<file path="config.mk">
export PLATFORM = sky130hd
export DESIGN_NAME = imem_loader
export DESIGN_NICKNAME = d
export VERILOG_FILES = /design/src/rtl/imem_loader_pkg.sv /design/src/rtl/imem_loader_word_packer.sv /design/src/rtl/imem_loader.sv
export SDC_FILE = /design/constraint.sdc
export NUM_CORES = 1
export LEC_CHECK = 0
export CORE_ASPECT_RATIO = 0.6
export CORE_UTILIZATION = 39
export CTS_BUF_LIST = sky130_fd_sc_hd__clkbuf_16
export DETAILED_ROUTE_END_ITERATION = 8
export SETUP_SLACK_MARGIN = 0.4
export SKIP_CTS_REPAIR_TIMING = 1
export SYNTH_ARGS = -nofsm -noshare
export SYNTH_HDL_FRONTEND = slang
export SYNTH_SLANG_ARGS = --single-unit
export TNS_END_PERCENT = 20
</file>
<file path="constraint.sdc">
create_clock -name clk_i -period 1.9 [get_ports clk_i]
set_input_delay 0.57 -clock clk_i [delete_from_list [all_inputs] [get_ports clk_i]]
set_output_delay 0.57 -clock clk_i [all_outputs]
set_load 0.02 [all_outputs]
</file>
<file path="src/rtl/imem_loader_pkg.sv">
// Shared types and constants for the boot-time instruction-memory loader.
package imem_loader_pkg;

  localparam int BYTES_PER_WORD = 4;
  localparam int DEF_ADDR_W     = 8;
  localparam int DEF_LEN_W      = 16;

  typedef logic [2:0] state_t;

  localparam state_t S_IDLE   = 3'd0;
  localparam state_t S_LEN_LO = 3'd1;
  localparam state_t S_LEN_HI = 3'd2;
  localparam state_t S_DATA   = 3'd3;
  localparam state_t S_CHK    = 3'd4;
  localparam state_t S_DONE   = 3'd5;
  localparam state_t S_ERR    = 3'd6;

endpackage

</file>
<file path="src/rtl/imem_loader_word_packer.sv">
// Assembles little-endian 32-bit words from a byte stream.
module word_packer
  import imem_loader_pkg::*;
(
  input  logic        clk_i,
  input  logic        rst_i,
  input  logic        clr_i,
  input  logic        push_i,
  input  logic [7:0]  byte_i,
  output logic        last_o,
  output logic        valid_o,
  output logic [31:0] word_o
);

  logic [1:0]  idx_q;
  logic [31:0] sr_q;
  logic        valid_q;

  assign last_o  = (idx_q == 2'(BYTES_PER_WORD - 1));
  assign valid_o = valid_q;
  assign word_o  = sr_q;

  // Bytes enter at the top so the first one ends up in [7:0].
  always_ff @(posedge clk_i) begin
    if (!rst_i || clr_i) begin
      idx_q   <= '0;
      sr_q    <= '0;
      valid_q <= 1'b0;
    end else begin
      valid_q <= push_i & last_o;
      if (push_i) begin
        idx_q <= idx_q + 2'd1;
        sr_q  <= {byte_i, sr_q[31:8]};
      end
    end
  end

endmodule

</file>
<file path="src/rtl/imem_loader.sv">
// Streams a length-prefixed image into instruction memory, then releases the CPU.
// Build with IMEM_LOADER_CKSUM_EN to require an XOR checksum trailer byte.
module imem_loader
  import imem_loader_pkg::*;
#(
  parameter int ADDR_W = DEF_ADDR_W,
  parameter int LEN_W  = DEF_LEN_W
) (
  input  logic              clk_i,
  input  logic              rst_i,
  input  logic              load_i,
  input  logic              byte_valid_i,
  input  logic [7:0]        byte_data_i,
  output logic              byte_ready_o,
  output logic              imem_we_o,
  output logic [ADDR_W-1:0] imem_addr_o,
  output logic [31:0]       imem_data_o,
  output logic              start_o,
  output logic              busy_o,
  output logic              done_o,
  output logic              err_o
);

  localparam int unsigned DEPTH = 2 ** ADDR_W;
`ifdef IMEM_LOADER_CKSUM_EN
  localparam state_t S_POST = S_CHK;
`else
  localparam state_t S_POST = S_DONE;
`endif

  state_t          state_q, state_d;
  logic [LEN_W-1:0] len_q, len_d, len_full;
  logic [ADDR_W:0]  wcnt_q, wcnt_d;
  logic [ADDR_W-1:0] addr_q;
`ifdef IMEM_LOADER_CKSUM_EN
  logic [7:0]       cks_q, cks_d;
`endif

  logic xfer, pk_clr, pk_push, pk_last, pk_valid, last_word;
  logic [31:0] pk_word;

  assign byte_ready_o = (state_q == S_LEN_LO) || (state_q == S_LEN_HI) ||
                        (state_q == S_DATA) || (state_q == S_CHK);
  assign busy_o   = byte_ready_o;
  assign done_o   = (state_q == S_DONE);
  assign start_o  = done_o;
  assign err_o    = (state_q == S_ERR);

  assign xfer     = byte_valid_i & byte_ready_o;
  assign pk_clr   = (state_q == S_IDLE) & load_i;
  assign pk_push  = xfer & (state_q == S_DATA);
  assign len_full = LEN_W'({byte_data_i, len_q[7:0]});
  assign last_word = (LEN_W'(wcnt_q) + LEN_W'(1)) == len_q;

  word_packer u_packer (
    .clk_i   (clk_i),
    .rst_i   (rst_i),
    .clr_i   (pk_clr),
    .push_i  (pk_push),
    .byte_i  (byte_data_i),
    .last_o  (pk_last),
    .valid_o (pk_valid),
    .word_o  (pk_word)
  );

  assign imem_we_o   = pk_valid;
  assign imem_data_o = pk_word;
  assign imem_addr_o = addr_q;

  always_comb begin
    state_d = state_q;
    len_d   = len_q;
    wcnt_d  = wcnt_q;
`ifdef IMEM_LOADER_CKSUM_EN
    cks_d   = cks_q;
`endif
    unique case (state_q)
      S_IDLE: begin
        if (load_i) begin
          state_d = S_LEN_LO;
          len_d   = '0;
          wcnt_d  = '0;
`ifdef IMEM_LOADER_CKSUM_EN
          cks_d   = '0;
`endif
        end
      end
      S_LEN_LO: begin
        if (xfer) begin
          len_d[7:0] = byte_data_i;
          state_d    = S_LEN_HI;
        end
      end
      S_LEN_HI: begin
        if (xfer) begin
          len_d = len_full;
          if (32'(len_full) > DEPTH) state_d = S_ERR;
          else if (len_full == '0)   state_d = S_POST;
          else                       state_d = S_DATA;
        end
      end
      S_DATA: begin
        if (xfer) begin
`ifdef IMEM_LOADER_CKSUM_EN
          cks_d = cks_q ^ byte_data_i;
`endif
          if (pk_last) begin
            wcnt_d = wcnt_q + 1'b1;
            if (last_word) state_d = S_POST;
          end
        end
      end
`ifdef IMEM_LOADER_CKSUM_EN
      S_CHK: begin
        if (xfer) state_d = (byte_data_i == cks_q) ? S_DONE : S_ERR;
      end
`endif
      default: state_d = state_q;
    endcase
  end

  always_ff @(posedge clk_i) begin
    if (!rst_i) begin
      state_q <= S_IDLE;
      len_q   <= '0;
      wcnt_q  <= '0;
`ifdef IMEM_LOADER_CKSUM_EN
      cks_q   <= '0;
`endif
    end else begin
      state_q <= state_d;
      len_q   <= len_d;
      wcnt_q  <= wcnt_d;
`ifdef IMEM_LOADER_CKSUM_EN
      cks_q   <= cks_d;
`endif
    end
  end

  // Address advances once the current write pulse has been presented.
  always_ff @(posedge clk_i) begin
    if (!rst_i || pk_clr) addr_q <= '0;
    else if (pk_valid)    addr_q <= addr_q + 1'b1;
  end

endmodule

</file>
# --- Word-level counts from Yosys, hierarchy flattened ---
# Index checks and enable logic that the tools add are counted.
totals:
  reg_bits: 71
  input_bits: 12
  output_inout_bits: 46
  wordCells: 65
classes:
  n_addsub: 4
  n_lt_le_gt_ge: 1
  n_eq_ne: 14
  n_mux: 18
  bitwise: 5
  reduce_logical: 15
ops:
  columns: ["operator", "n"]
  rows:
  - ["two-way mux 16 bit", 2]
  - ["two-way mux 9 bit", 3]
  - ["two-way mux 3 bit", 8]
  - ["case mux 8 bit (3 select lines)", 1]
  - ["case mux 9 bit (2 select lines)", 1]
  - ["== test 10 x 16 -> 1 bit", 1]
  - ["> comparator 16 x 9 -> 1 bit, second input constant", 1]
  - ["zero test 16 bit", 1]
  - ["case mux 8 bit (2 select lines)", 1]
  - ["case mux 3 bit (4 select lines)", 1]
  - ["adder 9 x 1 -> 10 bit, second input constant", 1]
  - ["!= test 2 bit, second input constant", 5]
  - ["adder 9 x 1 -> 9 bit, second input constant", 1]
  - ["== test 3 bit, second input constant", 3]
  - ["adder 8 x 1 -> 8 bit, second input constant", 1]
  - ["two-way mux 8 bit", 1]
  - ["AND reduction 4 bit", 2]
  - ["AND reduction 7 bit", 1]
  - ["== test 3 x 2 -> 1 bit, second input constant", 2]
  - ["nonzero test 2 bit", 3]
  - ["bitwise AND 1 bit", 4]
  - ["logical OR 1 bit", 4]
  - ["nonzero test 4 bit", 1]
  - ["== test 3 x 1 -> 1 bit, second input constant", 1]
  - ["other kinds (7)", 7]

# --- Logic depth before layout (Yosys ltp) ---
depth:
  depth_word: 7
  ltp_mapped: 8

# --- Modules after synthesis ---
# From an unflattened synthesis, not the netlist that was laid out.
unflattened:
  cells_unflattened: 370
  hier_area_um2: 3380.7
by_module_without_submodules:
  columns: ["mod", "n_inst", "cells_each", "area_per_inst_um2", "seq_area_each_um2"]
  rows:
  - ["imem_loader", 1, 255, 2077.0, 720.7]
  - ["word_packer", 1, 115, 1303.8, 700.7]

# --- Least setup slack after synthesis ---
# No wires, ideal clock.
synth_timing:
  kind: "register to register"
  from: "reg wcnt_q[0]"
  to: "reg state_q[1]"
  setup_time_ns: 0.122
  arrival_time_ns: 1.943
  slack_ns: -0.166
  stages_incl_launch_ff: 8
  path_buffers: 0
  cell_sequence: "dfxtp_1 ha_1 nand3_4 or4_1 a32oi_1 o2111ai_1 o31ai_1 nand2_1"
synth_via:
  elab_chain_cells: 4
synth_lines:
  columns: ["item", "line_no", "source"]
  rows:
  - ["start, declared", "imem_loader.sv:33", "logic [ADDR_W:0] wcnt_q, wcnt_d;"]
  - ["start signal, assigned", "imem_loader.sv:133", "wcnt_q <= wcnt_d;"]
  - ["adder 9 x 1 -> 10 bit", "imem_loader.sv:53", "assign last_word = (LEN_W'(wcnt_q) + LEN_W'(1)) == len_q;"]
  - ["== test 10 x 16 -> 1 bit", "imem_loader.sv:53", null]
  - ["!= test 2 bit (no line)", null, null]
  - ["AND reduction 7 bit (no line)", null, null]
  - ["end signal, assigned", "imem_loader.sv:131", "state_q <= state_d;"]
  - ["end, declared", "imem_loader.sv:31", "state_t state_q, state_d;"]
# Every way passes these cells.
# A chain may end at the register's enable or synchronous reset.

# --- Final worst setup path ---
# Ends and elaborated chain as after synthesis.

==> metrics.md <==
| Metric | Value |
|---|---|
| Worst-Skew Late Latency | 0.33 ns |
| CP max-delay cell | dfxtp_4 |
| Dpl ws | -0.413 ns |
| # IOs | 58 |
| Area contributors post-synth | dfxtp_1 44%, nand2_1 12%, a21oi_1 6.6% |
| Clock sinks | 71 |
| Vias after detailed routing | 3208 |
| Max cap viols | 0 |
| Critical Path Source Type | flip-flop |
| Top cells by count, synth | 100 x nand2_1, 71 x dfxtp_1, 43 x a21oi_1 |
| PwrDens | 1050 nW/um2 |
| CTS root buf | clkbuf_16 |
| CP delay by family, top | compound AO/OA/AOI/OAI gates |
| ANT cells | 0 |
| Synth Register Bits | 71 |
| WHS Endpoint | u_packer.word_o[5] |
| Initial cell density of the core | 40.8% |
| Initial antenna violation count | 0 |
| Final TNS setup | -0.0574 ns |
| Max Transition Viols Final | 0 |
| Crit-path max cell delay | 0.35 ns |
| CTS Buffer Depth | 2 |
| Setup ws final | -0.0574 ns |
| FF-to-FF End | state_q[1] |
| Post-synth top area cell | dfxtp_1 |
| Worst slew pin tran | 0.331 ns |
| Failing checks | negative setup slack |
| Psw | 1.75 mW |
| Gr usage total | 22.0% |
| Static Leak | 2.08 nW |
| CP Data Required Time | 2.12 ns |
| Avg Cell Area, Syn | 8.03 um2 |
| Status | finished with violations |
| Fillers | 725 |
| Hold crit path type | reg2reg |
| Post-route ant nets | 0 |
| Vias per cell | 5.19 |
| Buf/Inv on CP | 0 |
| Syn_nets | 420 |
| Gate Count Post-Synth | 405 |
| Die height | 72.7 um |
| Largest net degree at the start of global routing | 44 |
| Clock power frac | 32.2% |
| Endpoints failing hold | 0 |
| DRC | 0 |
| Rows | 25 |
| Vias in the first global route | 2893 |
| P&R area growth vs syn | 50.2% |
| M2 GR Usage | 31.6% |
| Share of the clock period used by the worst path | 103% |
| Final wirelength | 9550 um |
| Overflow after GRT | 0 |
| Clock-pin slew on the worst setup and hold paths | 0.06 ns |
| Non-filler instance count after layout | 618 |
| Seq pwr share | 32.8% |
| Reg2Reg Depth | 7 |
| P_int | 3.37 mW |
| Worst EP arrival | 2.18 ns |
| CTS tree | built |
| DRT Pass-1 Iters | 4 |
| Seq/Total Area, Yosys | 43.7% |
| Routing usage on met3 | 7.11% |
| Post-synth EDFFs | 0 |
| Core area | 7980 um2 |
| Die width | 120 um |
| Nets | 520 |
| Fmax | 511 MHz |
| Inst Count DP | 592 |
| First-pass GRT wire length | 14700 um |
| Switching share of power | 34.1% |
| H-tree depth | 3 |
| Footprint of the multi-input gates | 2080 um2 |
| Post-synth top area share | 43.7% |
| Yosys Warn Count | 0 |
| Port bufs | 57 |
| Unrepaired setup endpoints after global routing | true |
| Peak supply drop | 713 uV |
| Crit path max fanout | 2 |
| Clk_skew | 0.00300 ns |
| R2R Setup Slk | -0.06 ns |
| Reg-to-Reg Start | wcnt_q[0] |
| Final setup vio count | 1 |
| Minimum clock period | 1.96 ns |
| Busiest layer in global routing | met2 |
| Ys async rst share | 0% |
| Post-synthesis cell type count | 50 |
| WL per Instance | 15.4 um |
| Top_reg_cell synth | dfxtp_1 |
| Initial DRC Count | 178 |
| Most common cell in the netlist | nand2_1 |
| GR Util met1 | 31.1% |
| Max-slew headroom | 77.8% |
| FF/Latch Area | 1450 um2 |
| Critical path, cell by cell | ha_4 -> xnor2_2 -> nand4_1 -> a2111oi_4 -> o2111ai_2 -> o31ai_1 -> nand2_1 |
| Layout cells sized above 1 | 37.5% |
| Combinational Power Share | 35.0% |
| Placer congestion estimate | 0.841 |
| Worst hold path depth | 2 |
| DPL Wire Length | 6270 um |
| Mapped cell area | 3250 um2 |
| TritonCTS Buffers | 9 |
| Crit Path Category | reg2reg |
| Die area | 8720 um2 |
| HP Start | u_packer.word_o[5] |
| Critical path endpoint category | flip-flop |
layout make-up:
type                       instances  area share, %
inverter                           3          0.282
tap                              108           2.77
sequential                        71           29.6
clock buffer                       9           4.61
timing repair buffer             113           18.8
clock inverter                     7           1.31
multi-input combinational        307           42.6
metal layers:
metal  part of all wire (%)  vias to the layer above
li1                       -                     1597
met1                     49                     1526
met2                     43                       72
met3                    6.3                       13
met4                    1.2                        0
met5                      0                        -
registers in the layout (all words and copies together), names as in the netlist:
| name | count |
|---|---|
| u_packer.word_o | 32 |
| imem_addr_o | 8 |
| wcnt_q | 9 |
| u_packer.idx_q | 2 |
| u_packer.valid_o | 1 |
| len_q | 16 |
| state_q | 3 |
power groups by stage:
stage	sequential, mW	combinational, mW	clock [mW]
after detailed placement	1.68	1.47	0
after global placement	1.68	1.46	0
after CTS	1.65	1.48	1.67
after floorplan	1.64	0.985	0
final	1.68	1.79	1.65
after global routing	1.69	1.92	1.74
how the worst max path moves through the flow:
stage / startpoint / endpoint / slack (ns) / cells past startpoint
floorplan: wcnt_q[0] / state_q[1] / 0.08 / 7
global placement: byte_valid_i / state_q[1] / -0.37 / 7
detailed placement: byte_valid_i / state_q[1] / -0.41 / 7
CTS: state_q[1] / busy_o / -0.34 / 3
global route: wcnt_q[0] / state_q[1] / -0.16 / 7
finish: wcnt_q[0] / state_q[1] / -0.06 / 7
metrics by stage:
stage                     utilization [%]  hold slack, ns  area (um2)  total power, mW
after CTS                            57.6           0.458        4600             4.80
after floorplan                         -           0.440        3350             2.62
after detailed placement             54.0           0.450        4310             3.15
final                                61.2           0.450        4880             5.12
after global routing                 61.2           0.471        4880             5.35
after global placement               54.0           0.445        4310             3.14
worst register-to-register path: cells and delay by family (launching register included):
| kind | cells | cell delay (ns) |
|---|---|---|
| simple gates | 2 | 0.32 |
| compound gates | 3 | 0.78 |
| fa+ha+maj | 1 | 0.29 |
| flops | 1 | 0.35 |
| xor+xnor | 1 | 0.11 |
kinds of logic (layout without fill, tap and decap cells):
group | Yosys count | in the layout | synth area share (%)
fa+ha+maj | 3 | 3 | 1.15
flops | 71 | 71 | 43.7
simple gates | 197 | 197 | 28.4
compound gates | 83 | 83 | 16.6
buf+inv | 27 | 132 | 3.50
mux | 3 | 3 | 0.924
xor+xnor | 21 | 21 | 5.66
placed cells by master, fill, tap and decap left out, types with 5 or more instances in the layout:
| master | netlist | final |
|---|---|---|
| a21boi_0 | 17 | 17 |
| a21oi_1 | 43 | 29 |
| a21oi_2 | 0 | 14 |
| buf_4 | 2 | 53 |
| buf_6 | 0 | 8 |
| clkbuf_16 | 0 | 9 |
| clkbuf_2 | 0 | 33 |
| dfxtp_1 | 71 | 57 |
| dfxtp_2 | 0 | 11 |
| dlymetal6s2s_1 | 0 | 13 |
| nand2_1 | 100 | 83 |
| nand2_2 | 0 | 5 |
| nand2_4 | 0 | 12 |
| nand3_1 | 26 | 26 |
| nand4_1 | 6 | 6 |
| nor2_1 | 19 | 17 |
| nor2b_1 | 9 | 7 |
| nor3_1 | 10 | 7 |
| xnor2_1 | 12 | 10 |
| xor2_1 | 9 | 9 |
Power figures use the tool's default switching activity.
